[src/rtl/mc_load_sequencer_if.sv]
// Purpose : bundles the run/duty command inputs, the comparator input and the
//           load/sign/status outputs of the matrix-converter load sequencer.
// Latency : wires only.
// Backpressure: none; duty_load is a one-cycle strobe with no ready return.
// Ports   : master drives enable, fault, duty_load, duty_a, duty_b, period and
//           current_cmp, and observes DesiredLoad, CurrentSign, period_start,
//           duty_err and running. The slave modport is the reverse view.
interface mc_load_sequencer_if #(
    parameter int PW = 10
);
    logic          enable;
    logic          fault;
    logic          duty_load;
    logic [PW-1:0] duty_a;
    logic [PW-1:0] duty_b;
    logic [PW-1:0] period;
    logic          current_cmp;
    logic [1:0]    DesiredLoad;
    logic          CurrentSign;
    logic          period_start;
    logic          duty_err;
    logic          running;

    modport master (
        output enable, fault, duty_load, duty_a, duty_b, period, current_cmp,
        input  DesiredLoad, CurrentSign, period_start, duty_err, running
    );

    modport slave (
        input  enable, fault, duty_load, duty_a, duty_b, period, current_cmp,
        output DesiredLoad, CurrentSign, period_start, duty_err, running
    );
endinterface

[src/rtl/mc_load_sequencer.sv]
// Purpose : walks each carrier period through source phases A, B, C for the
//           commutation FSM, and debounces the current-direction comparator.
// Latency : DesiredLoad shows the segment of counter value n one clock after n;
//           CurrentSign follows a stable comparator change after DEB+2 clocks.
// Backpressure: none. Loads are always accepted or rejected in one clock;
//           fault stops the sequence on the next clock.
// Ports   : clk, rst (async active-low), bus (slave view of mc_load_sequencer_if).
module mc_load_sequencer #(
    parameter int PW        = 10,
    parameter int MIN_DWELL = 12,
    parameter int DEB       = 4
) (
    input  logic                  clk,
    input  logic                  rst,
    mc_load_sequencer_if.slave    bus
);
    localparam logic [0:0]    ST_IDLE = 1'b0;
    localparam logic [0:0]    ST_RUN  = 1'b1;
    localparam logic [PW-1:0] MIN_D   = PW'(MIN_DWELL);
    localparam int            CW      = $clog2(DEB + 1);
    localparam logic [CW-1:0] DEB_LAST = CW'(DEB - 1);

    // A segment shorter than the commutation time cannot be realised, so it
    // is dropped rather than stretched.
    function automatic logic [PW-1:0] clip(input logic [PW-1:0] d);
        return ((d != '0) && (d < MIN_D)) ? '0 : d;
    endfunction

    logic [0:0]    state;
    logic [PW-1:0] cnt;
    logic [PW-1:0] act_a, act_b, act_p;
    logic [PW-1:0] pend_a, pend_b, pend_p;
    logic          act_vld, pend_vld;
    logic [1:0]    dl;
    logic          ps;
    logic          err;

    logic [PW-1:0] ld_a, ld_b;
    logic [PW:0]   ld_sum;
    logic          ld_ok;
    logic [PW:0]   act_sum, rem, end_a, end_b, cnt_x;
    logic [1:0]    seg;
    logic          boundary;
    logic          start;

    always_comb begin
        ld_a   = clip(bus.duty_a);
        ld_b   = clip(bus.duty_b);
        ld_sum = {1'b0, ld_a} + {1'b0, ld_b};
        ld_ok  = (bus.period >= MIN_D) && (ld_sum <= {1'b0, bus.period});

        // Segment end points for the active set. A short phase-C remainder
        // is folded into the last non-zero segment so C is never emitted
        // for less than a full commutation.
        act_sum = {1'b0, act_a} + {1'b0, act_b};
        rem     = {1'b0, act_p} - act_sum;
        end_a   = {1'b0, act_a};
        end_b   = act_sum;
        if ((rem != '0) && (rem < {1'b0, MIN_D})) begin
            end_b = {1'b0, act_p};
            if (act_b == '0) begin
                end_a = {1'b0, act_p};
            end
        end

        cnt_x = {1'b0, cnt};
        if (cnt_x < end_a) begin
            seg = 2'b01;
        end else if (cnt_x < end_b) begin
            seg = 2'b10;
        end else begin
            seg = 2'b11;
        end

        boundary = (cnt == (act_p - PW'(1)));
        start    = (state == ST_IDLE) && bus.enable && (pend_vld || act_vld);
    end

    always_ff @(posedge clk or negedge rst) begin
        if (!rst) begin
            state    <= ST_IDLE;
            cnt      <= '0;
            act_a    <= '0;
            act_b    <= '0;
            act_p    <= '0;
            act_vld  <= 1'b0;
            pend_a   <= '0;
            pend_b   <= '0;
            pend_p   <= '0;
            pend_vld <= 1'b0;
            dl       <= 2'b00;
            ps       <= 1'b0;
            err      <= 1'b0;
        end else begin
            ps <= 1'b0;
            if (bus.fault) begin
                // Fault wins over everything, including a same-clock load.
                state <= ST_IDLE;
                cnt   <= '0;
                dl    <= 2'b00;
            end else begin
                if (state == ST_IDLE) begin
                    if (start) begin
                        state <= ST_RUN;
                        cnt   <= '0;
                        ps    <= 1'b1;
                        if (pend_vld) begin
                            act_a    <= pend_a;
                            act_b    <= pend_b;
                            act_p    <= pend_p;
                            act_vld  <= 1'b1;
                            pend_vld <= 1'b0;
                        end
                    end
                end else begin
                    if (boundary) begin
                        cnt <= '0;
                        if (pend_vld) begin
                            act_a    <= pend_a;
                            act_b    <= pend_b;
                            act_p    <= pend_p;
                            act_vld  <= 1'b1;
                            pend_vld <= 1'b0;
                        end
                        if (!bus.enable) begin
                            state <= ST_IDLE;
                            dl    <= 2'b00;
                        end else begin
                            ps <= 1'b1;
                            dl <= seg;
                        end
                    end else begin
                        cnt <= cnt + PW'(1);
                        dl  <= seg;
                    end
                end

                // Placed after the promotion so a load coinciding with a
                // period boundary survives as the next pending set.
                if (bus.duty_load) begin
                    if (ld_ok) begin
                        pend_a   <= ld_a;
                        pend_b   <= ld_b;
                        pend_p   <= bus.period;
                        pend_vld <= 1'b1;
                        err      <= 1'b0;
                    end else begin
                        err <= 1'b1;
                    end
                end
            end
        end
    end

    // Current-sign conditioning: two-flop synchronizer, then a run-length
    // counter of samples disagreeing with the present sign.
    logic          sync1, sync2;
    logic          sign;
    logic [CW-1:0] dcnt;

    always_ff @(posedge clk or negedge rst) begin
        if (!rst) begin
            sync1 <= 1'b0;
            sync2 <= 1'b0;
            sign  <= 1'b0;
            dcnt  <= '0;
        end else begin
            sync1 <= bus.current_cmp;
            sync2 <= sync1;
            if (sync2 == sign) begin
                dcnt <= '0;
            end else if (dcnt == DEB_LAST) begin
                sign <= ~sign;
                dcnt <= '0;
            end else begin
                dcnt <= dcnt + CW'(1);
            end
        end
    end

    assign bus.DesiredLoad  = dl;
    assign bus.CurrentSign  = sign;
    assign bus.period_start = ps;
    assign bus.duty_err     = err;
    assign bus.running      = (state == ST_RUN);
endmodule

[src/flat_wrapper.sv]
// flat-port wrapper written by rule: the top's interface ports become plain ports
module mc_load_sequencer_flat 
#(
    parameter int PW        = 10,
    parameter int MIN_DWELL = 12,
    parameter int DEB       = 4
)
  (clk, rst, bus_enable, bus_fault, bus_duty_load, bus_duty_a, bus_duty_b, bus_period, bus_current_cmp, bus_DesiredLoad, bus_CurrentSign, bus_period_start, bus_duty_err, bus_running);
  mc_load_sequencer_if #(.PW(PW)) bus_i ();
  input  logic clk;
  input  logic rst;
  input wire logic [$bits(bus_i.enable)-1:0] bus_enable;
  input wire logic [$bits(bus_i.fault)-1:0] bus_fault;
  input wire logic [$bits(bus_i.duty_load)-1:0] bus_duty_load;
  input wire logic [$bits(bus_i.duty_a)-1:0] bus_duty_a;
  input wire logic [$bits(bus_i.duty_b)-1:0] bus_duty_b;
  input wire logic [$bits(bus_i.period)-1:0] bus_period;
  input wire logic [$bits(bus_i.current_cmp)-1:0] bus_current_cmp;
  output wire logic [$bits(bus_i.DesiredLoad)-1:0] bus_DesiredLoad;
  output wire logic [$bits(bus_i.CurrentSign)-1:0] bus_CurrentSign;
  output wire logic [$bits(bus_i.period_start)-1:0] bus_period_start;
  output wire logic [$bits(bus_i.duty_err)-1:0] bus_duty_err;
  output wire logic [$bits(bus_i.running)-1:0] bus_running;
  assign bus_i.enable = bus_enable;
  assign bus_i.fault = bus_fault;
  assign bus_i.duty_load = bus_duty_load;
  assign bus_i.duty_a = bus_duty_a;
  assign bus_i.duty_b = bus_duty_b;
  assign bus_i.period = bus_period;
  assign bus_i.current_cmp = bus_current_cmp;
  assign bus_DesiredLoad = bus_i.DesiredLoad;
  assign bus_CurrentSign = bus_i.CurrentSign;
  assign bus_period_start = bus_i.period_start;
  assign bus_duty_err = bus_i.duty_err;
  assign bus_running = bus_i.running;
  mc_load_sequencer #(.PW(PW), .MIN_DWELL(MIN_DWELL), .DEB(DEB)) u_core (.clk(clk), .rst(rst), .bus(bus_i));
endmodule
[config.mk]
export PLATFORM = sky130hd
export DESIGN_NAME = mc_load_sequencer_flat
export DESIGN_NICKNAME = d
export VERILOG_FILES = /design/src/rtl/mc_load_sequencer_if.sv /design/src/rtl/mc_load_sequencer.sv /design/src/flat_wrapper.sv
export SDC_FILE = /design/constraint.sdc
export NUM_CORES = 1
export LEC_CHECK = 0
export CORE_MARGIN = 2
export CORE_UTILIZATION = 40
export CTS_BUF_LIST = sky130_fd_sc_hd__clkbuf_4
export DETAILED_ROUTE_END_ITERATION = 7
export HOLD_SLACK_MARGIN = 0.06
export SYNTH_ARGS = -nofsm -noshare
export SYNTH_HDL_FRONTEND = slang
export SYNTH_SLANG_ARGS = --single-unit
[constraint.sdc]
create_clock -name clk -period 5.65 [get_ports clk]
set_clock_uncertainty 0.05 [all_clocks]
set_input_delay 1.13 -clock clk [delete_from_list [all_inputs] [get_ports clk]]
set_output_delay 1.13 -clock clk [all_outputs]
set_load 0.005 [all_outputs]
==> results of run 1 <==
## final cells by class
cell class,instances,area share
clock buffer,9,0.00888
timing repair buffer,126,0.142
clock inverter,7,0.0132
multi-input combinational,456,0.517
inverter,29,0.0143
antenna,1,0.000329
tap,188,0.0309
sequential,83,0.273
## sequential cells by signal, indices dropped and copies added (netlist names)
register and cells:
u_core.act_a 10, u_core.act_b 10, u_core.act_p 10, u_core.cnt 10, u_core.pend_a 10, u_core.pend_b 10
u_core.pend_p 10, u_core.dcnt 3, u_core.bus.DesiredLoad 2, u_core.act_vld 1, u_core.bus.CurrentSign 1, u_core.bus.duty_err 1
u_core.bus.period_start 1, u_core.bus.running 1, u_core.pend_vld 1, u_core.sync1 1, u_core.sync2 1
## worst min-delay path by stage
stage / depth (start not counted) / end / slack [ns] / from
3_3_place_gp: 0 / u_core.sync2$_DFF_PN0_ / 0.29 / u_core.sync1$_DFF_PN0_
4_1_cts: 0 / u_core.sync2$_DFF_PN0_ / 0.32 / u_core.sync1$_DFF_PN0_
3_5_place_dp: 0 / u_core.sync2$_DFF_PN0_ / 0.30 / u_core.sync1$_DFF_PN0_
2_1_floorplan: 0 / u_core.sync2$_DFF_PN0_ / 0.28 / u_core.sync1$_DFF_PN0_
6_report: 0 / u_core.sync2$_DFF_PN0_ / 0.32 / u_core.sync1$_DFF_PN0_
5_1_grt: 0 / u_core.sync2$_DFF_PN0_ / 0.34 / u_core.sync1$_DFF_PN0_
## metrics by stage
stage               instances  hold slack [ns]  setup slack (ns)   util
finish                    899            0.321             0.254  0.506
global route              899            0.338          -0.00783  0.506
CTS                       887            0.324            0.0689  0.488
detailed placement        871            0.295            -0.247  0.477
global placement          871            0.288            -0.199  0.477
floorplan                 592            0.281            0.0318      -
## cell usage after synthesis, types with 18 or more instances
| master | instances | area (sq um) |
|---|---|---|
| sky130_fd_sc_hd__a21oi_1 | 37 | 185 |
| sky130_fd_sc_hd__o21ai_0 | 25 | 125 |
| sky130_fd_sc_hd__dfrtp_1 | 83 | 2080 |
| sky130_fd_sc_hd__xnor2_1 | 18 | 158 |
| sky130_fd_sc_hd__a21o_1 | 23 | 173 |
| sky130_fd_sc_hd__clkbuf_1 | 18 | 67.6 |
| sky130_fd_sc_hd__nand2_1 | 23 | 86.3 |
| sky130_fd_sc_hd__inv_1 | 29 | 109 |
| sky130_fd_sc_hd__ha_1 | 61 | 763 |
| sky130_fd_sc_hd__mux2_2 | 34 | 383 |
| sky130_fd_sc_hd__nor2_1 | 30 | 113 |
| sky130_fd_sc_hd__mux2_4 | 29 | 435 |
## what timing repair did
item                       CTS  global route
setup endpoints to repair    1            31
pin swaps                    0            29
gates resized for setup      1            38
hold buffers                 0             0
setup buffers                0            10
cloned                       0             1
## placed cells by master (no fill, tap or decap), drive strengths merged, types with 13 or more instances in the layout
cell type / n
dfrtp: 83
inv: 31
nand2: 23
ha: 61
nor2: 31
a21o: 23
a21oi: 37
buf: 85
o21ai: 27
mux2: 63
xnor2: 18
clkdlybuf4s50: 40
nor2b: 13
## worst reg2reg max path, delay by kind of cell (launching register included)
| family | cells | cell delay (ns) |
|---|---|---|
| mux | 1 | 0.20 |
| xor+xnor | 1 | 0.06 |
| simple gates | 3 | 0.40 |
| compound gates | 16 | 2.96 |
| fa+ha+maj | 3 | 0.92 |
| flops | 1 | 0.41 |
| buf+inv | 2 | 0.32 |
## power breakdown
group,internal [W],switching [W]
Clock,0.000182,0.000227
Combinational,0.00192,0.00170
Sequential,0.000821,0.000215
## metal layers
metal  vias to the layer above  global-route usage
met1                      2368               0.253
met4                         0              0.0802
met2                        95               0.343
li1                       2421                   -
met3                        27              0.0356
met5                         -                   0
## cell families (layout without fill, tap and decap cells)
logic type	Yosys count	count (layout)
and+or+nand+nor	150	150
AOI/OAI and AO/OA	141	141
DFF	83	83
muxes	75	75
adders and majority gates	63	63
buffers and inverters	53	171
xor gates and xnor gates	27	27
other	0	1
==> impl_metrics.py, run 1 <==
metrics = {
    "synth": {
        "syn-num-nets": 691,
        "postSynthRegisterBits": 83,
        "ffs_w_async_s_r_synth": 1.00,
        "post_synth_xor_area_fraction": 0.0390,
        "synth_compound_area_frac": 0.158,
        "yosys.cell_types.count": 55,
        "yosys.area_share.simple": 0.135,
        "synth_warnings": 0,
        "synth_edf_count": 0,
        "synth_sequential_area_ratio": 0.342,
        "post_synth_mux_area_share": 0.155,
        "synth_area_sq_um": 6070,
        "syn-mean-instance-area_sq_um": 10.2,
        "synth_flop_cell": "sky130_fd_sc_hd__dfrtp_1",
        "synth_top_family_by_area": "compound AO/OA/AOI/OAI gates",
        "synth_fa_ha_area_frac": 0.132,
        "syn-instance-count": 592,
    },
    "cts": {
        "clk_latency_ns": 0.48,
        "cts_htree_levels": 3,
        "clockRootBuffer": "sky130_fd_sc_hd__clkbuf_4",
        "cts.sink_count": 83,
        "max-clock-path-buffers": 2,
        "clock_buffer_count_from_cts": 9,
        "clkTransAtPathRegs_ns": 0.15,
        "cts_tree": "built",
    },
    "pwr": {
        "static-leakage-power_nw": 3.51,
        "power_density_over_the_cells_nw_per_um2": 665,
        "report.power.total_w": 0.00506,
        "worst_ir_drop_vdd_uv": 400,
    },
    "sta": {
        "setup_violators_final": 0,
        "portion_of_the_clock_cycle_consumed_by_the_worst_path_in_the_final_layout": 0.955,
        "slew_headroom": 0.310,
        "max_freq_ghz": 0.185,
        "post-route-min-period_ns": 5.40,
        "rsz0062_at_grt": "true",
        "timing.final.max_slew_violations": 0,
        "report.final.hold_viol_count": 0,
        "fin_setup_tns_ns": 0,
        "timing_worst_slew_pin_value_ns": 1.04,
    },
    "grt": {
        "grt.overflow.total": 0,
        "track_usage": 0.201,
        "wire_length_of_the_first_global_routing_pass_um": 25500,
        "grt_max_degree": 84,
        "vias_in_the_first_global_route": 5098,
        "antenna_found_initial": 1,
    },
    "drt": {
        "drt-total-wl_um": 15700,
        "via_per_inst": 5.46,
        "via_count": 4911,
        "topRoutingLayerUsed": "met4",
        "post_drt_wl_per_cell_um": 17.4,
        "wl_met1_um": 6930,
        "drt_iter0_drc": 241,
        "drcViolationCount": 0,
        "detailedRoute.firstPassIterationCount": 4,
        "ant_nets": 0,
        "met2RoutedLength_um": 7680,
        "dr_wl_met3_um": 566,
    },
    "worst_setup_path": {
        "timing.critical_path.mode_cell": "sky130_fd_sc_hd__a21o_1",
        "worstRegToRegCells": 26,
        "timing.critical_path.slowest_cell_delay_ns": 0.41,
        "startpoint_type": "register",
        "cp_max_fanout": 4,
        "timing.setup.critical_path_class": "reg2reg",
        "worst_path_buf_inv": 2,
        "critical_path.slowest_cell": "sky130_fd_sc_hd__dfrtp_1",
        "cp-startpoint": "u_core.act_a[1]$_DFFE_PN0P_",
        "worstSetupEndpointType": "register",
        "r2r-start": "u_core.act_a[1]$_DFFE_PN0P_",
        "reg2reg_to": "u_core.bus.DesiredLoad[1]$_DFFE_PN0P_",
        "timing.reg2reg.setup_slack_ns": 0.25,
        "cp.depth": 26,
        "critical-path-top-delay-family": "compound AO/OA/AOI/OAI gates",
        "crit_path_end": "u_core.bus.DesiredLoad[1]$_DFFE_PN0P_",
        "worst-endpoint-arrival_ns": 5.74,
        "required_ns": 5.99,
    },
    "floorplan": {
        "floorplan.io_pins": 42,
        "die_width_um": 127,
        "dieArea_sq_um": 16200,
        "die_height_um": 127,
        "initial_utilization": 0.404,
        "floorplan.rows": 45,
        "core_area_sq_um": 15000,
    },
    "flow_run": {
        "max_cap_violations": 0,
    },
    "layout": {
        "post_route_cells_drive_above_1_share": 0.280,
        "area.growth.synth_to_final_pct": 25.4,
        "area_of_all_sequential_standard_cells_sq_um": 2080,
        "nFillCells": 1371,
        "fin_area_sq_um": 7610,
        "final_nets": 804,
        "multiInputGateArea_sq_um": 3930,
    },
    "run_status": {
        "run_status": "completed",
    },
    "place": {
        "io_buffer_count": 41,
        "placed_cell_area_sq_um": 7170,
        "dp_hpwl_um": 12300,
        "globalplace.congestion": 0.937,
    },
    "worst_hold_path": {
        "hold_path.class": "reg2reg",
    },
}
No activity file was read; power rests on OpenSTA's default activity.
==> run 2: changes to the inputs <==
--- a/config.mk
+++ b/config.mk
@@ -6,10 +6,11 @@
 export NUM_CORES = 1
 export LEC_CHECK = 0
 export CORE_MARGIN = 2
-export CORE_UTILIZATION = 40
+export CORE_UTILIZATION = 30
 export CTS_BUF_LIST = sky130_fd_sc_hd__clkbuf_4
 export DETAILED_ROUTE_END_ITERATION = 7
-export HOLD_SLACK_MARGIN = 0.06
+export GPL_TIMING_DRIVEN = 0
+export HOLD_SLACK_MARGIN = 0.02
 export SYNTH_ARGS = -nofsm -noshare
 export SYNTH_HDL_FRONTEND = slang
 export SYNTH_SLANG_ARGS = --single-unit
==> run 2 against run 1 <==
  * The flow now finishes with violations (setup timing)
  * Setup slack got worse by 0.32 ns
  * Cell count grew 6.0%
  * Sequential cell count unchanged
  * Clock power fell by 11%
  * Critical endpoint is now u_core.bus.DesiredLoad[0]$_DFFE_PN0P_
  * Highest routed layer unchanged
==> impl_metrics.py, run 2 (synthesis gave the netlist of run 1 again) <==
metrics = {
    "cts": {
        "clkTransAtPathRegs_ns": 0.15,
        "cts_htree_levels": 3,
        "cts_tree": "built",
        "max-clock-path-buffers": 2,
        "clockRootBuffer": "sky130_fd_sc_hd__clkbuf_4",
        "clk_latency_ns": 0.44,
        "cts.hold.buffers_added": 0,
        "clock_buffer_count_from_cts": 9,
        "cts.sink_count": 83,
    },
    "floorplan": {
        "dieArea_sq_um": 21400,
        "floorplan.io_pins": 42,
        "die_width_um": 146,
        "floorplan.rows": 52,
        "core_area_sq_um": 20000,
        "initial_utilization": 0.303,
        "die_height_um": 146,
    },
    "sta": {
        "setup_violators_final": 1,
        "timing_worst_slew_pin_value_ns": 0.596,
        "report.final.hold_viol_count": 0,
        "portion_of_the_clock_cycle_consumed_by_the_worst_path_in_the_final_layout": 1.01,
        "slew_headroom": 0.598,
        "post-route-min-period_ns": 5.72,
        "max_freq_ghz": 0.175,
        "layout_setup_ws_ns": -0.0664,
        "rsz0062_at_grt": "true",
        "timing.final.max_slew_violations": 0,
    },
    "drt": {
        "drcViolationCount": 0,
        "drt-total-wl_um": 15100,
        "drt_iter0_drc": 262,
        "via_per_inst": 4.98,
        "ant_nets": 0,
        "detailedRoute.firstPassIterationCount": 4,
        "post_drt_wl_per_cell_um": 15.8,
        "via_count": 4743,
    },
    "worst_setup_path": {
        "required_ns": 5.93,
        "worst-endpoint-arrival_ns": 6.00,
        "worstSetupEndpointType": "register",
        "cp_max_fanout": 7,
        "timing.setup.critical_path_class": "reg2reg",
        "startpoint_type": "register",
        "cp-startpoint": "u_core.act_a[1]$_DFFE_PN0P_",
        "r2r-start": "u_core.act_a[1]$_DFFE_PN0P_",
    },
    "pwr": {
        "report.power.total_w": 0.00466,
        "power_density_over_the_cells_nw_per_um2": 621,
        "worst_ir_drop_vdd_uv": 363,
        "static-leakage-power_nw": 3.31,
    },
    "place": {
        "post-place-ws_ns": -1.14,
        "globalplace.congestion": 0.859,
        "io_buffer_count": 41,
        "dp_hpwl_um": 11300,
    },
    "layout": {
        "most_common_cell_after_layout_fill_and_taps_aside": "sky130_fd_sc_hd__dfrtp_1",
        "nFillCells": 2054,
        "area.growth.synth_to_final_pct": 23.8,
        "post_route_cells_drive_above_1_share": 0.251,
        "most-common-layout-cells": "sky130_fd_sc_hd__dfrtp_1, sky130_fd_sc_hd__ha_1, sky130_fd_sc_hd__clkdlybuf4s50_1, sky130_fd_sc_hd__mux2_2, sky130_fd_sc_hd__buf_4",
        "final_nets": 776,
    },
    "worst_hold_path": {
        "min-delay-start": "u_core.sync1$_DFF_PN0_",
        "hold_path.class": "reg2reg",
    },
    "grt": {
        "vias_in_the_first_global_route": 4536,
        "grt.overflow.total": 0,
        "track_usage": 0.138,
        "antenna_found_initial": 1,
        "wire_length_of_the_first_global_routing_pass_um": 23600,
        "grt_max_degree": 72,
    },
    "run_status": {
        "failed_checks": "setup timing",
        "run_status": "finished, violations left",
    },
    "flow_run": {
        "max_cap_violations": 0,
    },
}
run 2: cell count changes in the layout (fill, tap and decap cells not counted), moves of 6 or more:
cell	change
sky130_fd_sc_hd__a21oi_1	-7
sky130_fd_sc_hd__a21oi_2	+6
sky130_fd_sc_hd__buf_4	-51
sky130_fd_sc_hd__buf_6	+6
sky130_fd_sc_hd__clkbuf_1	+14
run 2: worst max-delay path, cell delays in order, from the launching register on:
cell                       delay (ns)
sky130_fd_sc_hd__dfrtp_2         0.46
sky130_fd_sc_hd__ha_4            0.23
sky130_fd_sc_hd__a21o_1          0.18
sky130_fd_sc_hd__a21oi_2         0.18
sky130_fd_sc_hd__o21bai_1        0.11
sky130_fd_sc_hd__a21oi_2         0.28
sky130_fd_sc_hd__o21ai_2         0.13
sky130_fd_sc_hd__xnor2_2         0.17
sky130_fd_sc_hd__ha_4            0.32
sky130_fd_sc_hd__buf_6           0.10
sky130_fd_sc_hd__a21boi_2        0.04
sky130_fd_sc_hd__a221o_1         0.26
sky130_fd_sc_hd__a211o_1         0.31
sky130_fd_sc_hd__or4b_4          0.55
sky130_fd_sc_hd__nor2_4          0.18
sky130_fd_sc_hd__buf_8           0.15
sky130_fd_sc_hd__buf_6           0.10
sky130_fd_sc_hd__a21oi_2         0.04
sky130_fd_sc_hd__ha_1            0.32
sky130_fd_sc_hd__a21o_1          0.19
sky130_fd_sc_hd__a211oi_2        0.19
sky130_fd_sc_hd__o211ai_1        0.17
sky130_fd_sc_hd__or4_4           0.55
sky130_fd_sc_hd__a32oi_2         0.24
sky130_fd_sc_hd__o21ai_1         0.10
run 2: what timing repair did:
| item | 4_1_cts | 5_1_grt |
|---|---|---|
| pin swaps | 10 | 37 |
| resized for setup | 28 | 43 |
| endpoints found under the setup margin | 34 | 33 |
| endpoints found under the hold margin | 0 | 0 |
| cloned | 0 | 1 |
| buffers inserted | 16 | 16 |
run 2: worst paths after layout:
kind | to | depth (start not counted) | slack [ns]
worst max-delay path | u_core.bus.DesiredLoad[0]$_DFFE_PN0P_ | 24 | -0.07
min in group asynchronous | u_core.cnt[5]$_DFFE_PN0P_ | 1 | 0.46
max in group asynchronous | u_core.act_a[1]$_DFFE_PN0P_ | 2 | 4.45
worst max register to register | u_core.bus.DesiredLoad[0]$_DFFE_PN0P_ | 24 | -0.07
worst min register to register | u_core.sync2$_DFF_PN0_ | 0 | 0.32
worst min-delay path | u_core.sync2$_DFF_PN0_ | 0 | 0.32
run 2: layer usage:
metal | GRT usage | up-vias | wire, um
li1 | - | 2350 | -
met1 | 0.185 | 2295 | 6910
met2 | 0.236 | 81 | 7480
met3 | 0.0159 | 17 | 464
met4 | 0.0383 | 0 | 244
met5 | 0 | - | 0
run 2: report_power, final:
group | total, W | switching (W) | internal (W) | leakage, nW
Sequential | 0.00107 | 0.000246 | 0.000821 | 1.02
Clock | 0.000366 | 0.000221 | 0.000145 | 0.0776
Combinational | 0.00323 | 0.00162 | 0.00161 | 2.22
Total | 0.00466 | 0.00209 | 0.00257 | 3.31
run 2: final cells by class:
class	count	area [sq um]	area share
multi-input combinational	456	4000	0.533
clock inverter	6	72.6	0.00966
antenna	1	2.50	0.000333
sequential	83	2080	0.277
timing repair buffer	74	684	0.0911
tap	270	338	0.0450
buffer	24	149	0.0198
clock buffer	10	75.1	0.00999
inverter	29	111	0.0148
run 2: per-stage QoR:
step	hold WS, ns	TNS (ns)	cells	utilization	cell area [sq um]
4_1_cts	0.324	-0.0293	936	0.360	7220
5_1_grt	0.340	-0.454	953	0.375	7510
6_report	0.321	-0.0664	953	0.375	7510
3_5_place_dp	0.290	-35.31	904	0.341	6840
3_3_place_gp	0.282	-35.41	903	0.340	6820
2_1_floorplan	0.281	0	592	-	6070
==> run 3: changes to the inputs <==
--- a/config.mk
+++ b/config.mk
@@ -9,7 +9,6 @@
 export CORE_UTILIZATION = 30
 export CTS_BUF_LIST = sky130_fd_sc_hd__clkbuf_4
 export DETAILED_ROUTE_END_ITERATION = 7
-export GPL_TIMING_DRIVEN = 0
 export HOLD_SLACK_MARGIN = 0.02
 export SYNTH_ARGS = -nofsm -noshare
 export SYNTH_HDL_FRONTEND = slang
==> run 3 against run 2 <==
  * The flow now finishes without violations
  * Critical path depth grew 1
  * Non-clock buffer count grew 32
  * Die area is the same
  * Fmax grew 3.6%
  * Count of clock-buffer cells in the layout shrank 1
  * Sequential share of layout area shrank 0.78 points
  * Worst hold slack lost 0.0030 ns
  * Clock power shrank 7.1%
  * Register-to-register slack gained 0.20 ns
  * Sequential power shrank 5%
  * Cell count grew 3.3%
  * Setup slack gained 0.20 ns
  * Critical endpoint unchanged
  * Largest cell class unchanged
==> impl_metrics.py, run 3 (synthesis gave the netlist of run 1 again) <==
metrics = {
    "grt": {
        "track_usage": 0.141,
        "vias_in_the_first_global_route": 4712,
        "wire_length_of_the_first_global_routing_pass_um": 24200,
        "grt.overflow.total": 0,
        "antenna_found_initial": 1,
        "grt_max_degree": 79,
    },
    "drt": {
        "post_drt_wl_per_cell_um": 15.4,
        "drt-total-wl_um": 15100,
        "drcViolationCount": 0,
        "via_per_inst": 4.91,
        "via_count": 4834,
        "ant_nets": 0,
        "drt_iter0_drc": 230,
        "detailedRoute.firstPassIterationCount": 4,
    },
    "worst_setup_path": {
        "timing.critical_path.slowest_cell_delay_ns": 0.54,
        "cp.depth": 25,
        "required_ns": 5.92,
        "worst_path_buf_inv": 2,
        "cp_max_fanout": 8,
        "timing.reg2reg.setup_slack_ns": 0.13,
        "critical_path.slowest_cell": "sky130_fd_sc_hd__or4_1",
        "worst-endpoint-arrival_ns": 5.79,
        "timing.setup.critical_path_class": "reg2reg",
        "critical-path-top-delay-family": "compound AO/OA/AOI/OAI gates",
        "reg2reg_to": "u_core.bus.DesiredLoad[0]$_DFFE_PN0P_",
        "startpoint_type": "register",
        "cp-startpoint": "u_core.act_a[0]$_DFFE_PN0P_",
        "worstRegToRegCells": 25,
        "r2r-start": "u_core.act_a[0]$_DFFE_PN0P_",
        "crit_path_end": "u_core.bus.DesiredLoad[0]$_DFFE_PN0P_",
        "worstSetupEndpointType": "register",
    },
    "floorplan": {
        "core_area_sq_um": 20000,
        "dieArea_sq_um": 21400,
        "initial_utilization": 0.303,
        "floorplan.io_pins": 42,
        "floorplan.rows": 52,
        "die_width_um": 146,
        "die_height_um": 146,
    },
    "sta": {
        "fin_setup_tns_ns": 0,
        "max_freq_ghz": 0.181,
        "report.final.hold_viol_count": 0,
        "slew_headroom": 0.348,
        "timing.final.max_slew_violations": 0,
        "setup_violators_final": 0,
        "rsz0062_at_grt": "true",
        "post-route-min-period_ns": 5.52,
        "timing_worst_slew_pin_value_ns": 0.979,
        "portion_of_the_clock_cycle_consumed_by_the_worst_path_in_the_final_layout": 0.977,
    },
    "cts": {
        "clkTransAtPathRegs_ns": 0.14,
        "cts_htree_levels": 3,
        "clock_buffer_count_from_cts": 9,
        "max-clock-path-buffers": 2,
        "cts.sink_count": 83,
        "clk_latency_ns": 0.43,
        "clockRootBuffer": "sky130_fd_sc_hd__clkbuf_4",
        "cts_tree": "built",
    },
    "layout": {
        "area.growth.synth_to_final_pct": 27.4,
        "most_common_cell_after_layout_fill_and_taps_aside": "sky130_fd_sc_hd__dfrtp_1",
        "instances_no_fill": 984,
        "final_util": 0.386,
        "fin_area_sq_um": 7730,
        "final_nets": 808,
        "most-common-layout-cells": "sky130_fd_sc_hd__dfrtp_1, sky130_fd_sc_hd__buf_4, sky130_fd_sc_hd__ha_1, sky130_fd_sc_hd__clkdlybuf4s50_1, sky130_fd_sc_hd__mux2_2",
        "post_route_cells_drive_above_1_share": 0.289,
    },
    "place": {
        "placed_cell_area_sq_um": 7280,
        "placed_cells": 953,
        "io_buffer_count": 41,
        "dp_hpwl_um": 11700,
        "globalplace.congestion": 0.911,
    },
    "run_status": {
        "run_status": "completed",
    },
    "worst_hold_path": {
        "hold_path.class": "reg2reg",
    },
    "pwr": {
        "worst_ir_drop_vdd_uv": 328,
        "static-leakage-power_nw": 3.51,
        "power_density_over_the_cells_nw_per_um2": 629,
    },
    "flow_run": {
        "max_cap_violations": 0,
    },
}
-- run 3: changes by cell type in the layout (fill, tap and decap cells not counted), sizes merged --
cell / previous run / this run
clkinvlp: 1 / 3
buf: 44 / 89
clkbuf: 24 / 10
clkinv: 2 / 1
inv: 31 / 30
-- run 3: worst min path at each step --
stage                                 from                     end  slack, ns  depth (start not counted)
detailed placement  u_core.sync1$_DFF_PN0_  u_core.sync2$_DFF_PN0_       0.29                          0
global placement    u_core.sync1$_DFF_PN0_  u_core.sync2$_DFF_PN0_       0.28                          0
CTS                 u_core.sync1$_DFF_PN0_  u_core.sync2$_DFF_PN0_       0.32                          0
floorplan           u_core.sync1$_DFF_PN0_  u_core.sync2$_DFF_PN0_       0.28                          0
finish              u_core.sync1$_DFF_PN0_  u_core.sync2$_DFF_PN0_       0.32                          0
global route        u_core.sync1$_DFF_PN0_  u_core.sync2$_DFF_PN0_       0.33                          0
-- run 3: final cells by class --
cell class,count,area (sq um)
Inverter,29,109
Sequential cell,83,2080
Timing Repair Buffer,130,1130
Antenna cell,1,2.50
Tap cell,270,338
Clock inverter,6,66.3
Multi-Input combinational cell,456,3940
Fill cell,2047,12300
Clock buffer,9,67.6
-- run 3: worst reg2reg max path, cell delays in order (launching register included) --
cell and delay, ns:
sky130_fd_sc_hd__dfrtp_1 0.39, sky130_fd_sc_hd__ha_2 0.19, sky130_fd_sc_hd__inv_2 0.04, sky130_fd_sc_hd__fa_2 0.39, sky130_fd_sc_hd__nor2b_2 0.14, sky130_fd_sc_hd__o31a_1 0.23, sky130_fd_sc_hd__o21ai_1 0.09, sky130_fd_sc_hd__nand2b_1 0.12
sky130_fd_sc_hd__xnor2_2 0.10, sky130_fd_sc_hd__ha_2 0.34, sky130_fd_sc_hd__o21ai_2 0.07, sky130_fd_sc_hd__a221o_1 0.30, sky130_fd_sc_hd__a211o_1 0.30, sky130_fd_sc_hd__or4b_4 0.51, sky130_fd_sc_hd__nor2_4 0.13, sky130_fd_sc_hd__buf_6 0.14
sky130_fd_sc_hd__nor2_4 0.04, sky130_fd_sc_hd__a21oi_2 0.10, sky130_fd_sc_hd__ha_1 0.26, sky130_fd_sc_hd__a21o_1 0.18, sky130_fd_sc_hd__a21o_1 0.16, sky130_fd_sc_hd__a211oi_2 0.18, sky130_fd_sc_hd__o211ai_1 0.14, sky130_fd_sc_hd__or4_1 0.54
sky130_fd_sc_hd__a32oi_1 0.19, sky130_fd_sc_hd__o21ai_1 0.09
-- run 3: report_power, final --
| part | leakage (nW) | switching (W) | internal, W |
|---|---|---|---|
| sequential | 1.02 | 0.000198 | 0.000821 |
| combinational | 2.43 | 0.00168 | 0.00183 |
| clock | 0.0644 | 0.000207 | 0.000133 |
-- run 3: routing by layer --
metal,share of wire,GRT usage,vias to the layer above
li1,-,-,2422
met2,0.47,0.236,80
met5,0,0,-
met4,0.018,0.0374,0
met3,0.028,0.0181,19
met1,0.48,0.193,2313
-- run 3: metrics by stage --
stage	total power (W)	hold slack, ns	worst slack (ns)
2_1_floorplan	0.00297	0.281	0.0318
3_3_place_gp	0.00407	0.284	-0.359
5_1_grt	0.00527	0.327	-0.181
4_1_cts	0.00449	0.323	0.00965
3_5_place_dp	0.00408	0.289	-0.320
6_report	0.00486	0.318	0.132
-- run 3: repair_timing --
| item | CTS | global route |
|---|---|---|
| pin swaps | 2 | 38 |
| resized for setup | 3 | 43 |
| cloned | 0 | 1 |
| hold buffers | 0 | 0 |
| setup buffers | 1 | 13 |
| setup endpoints to repair | 2 | 32 |
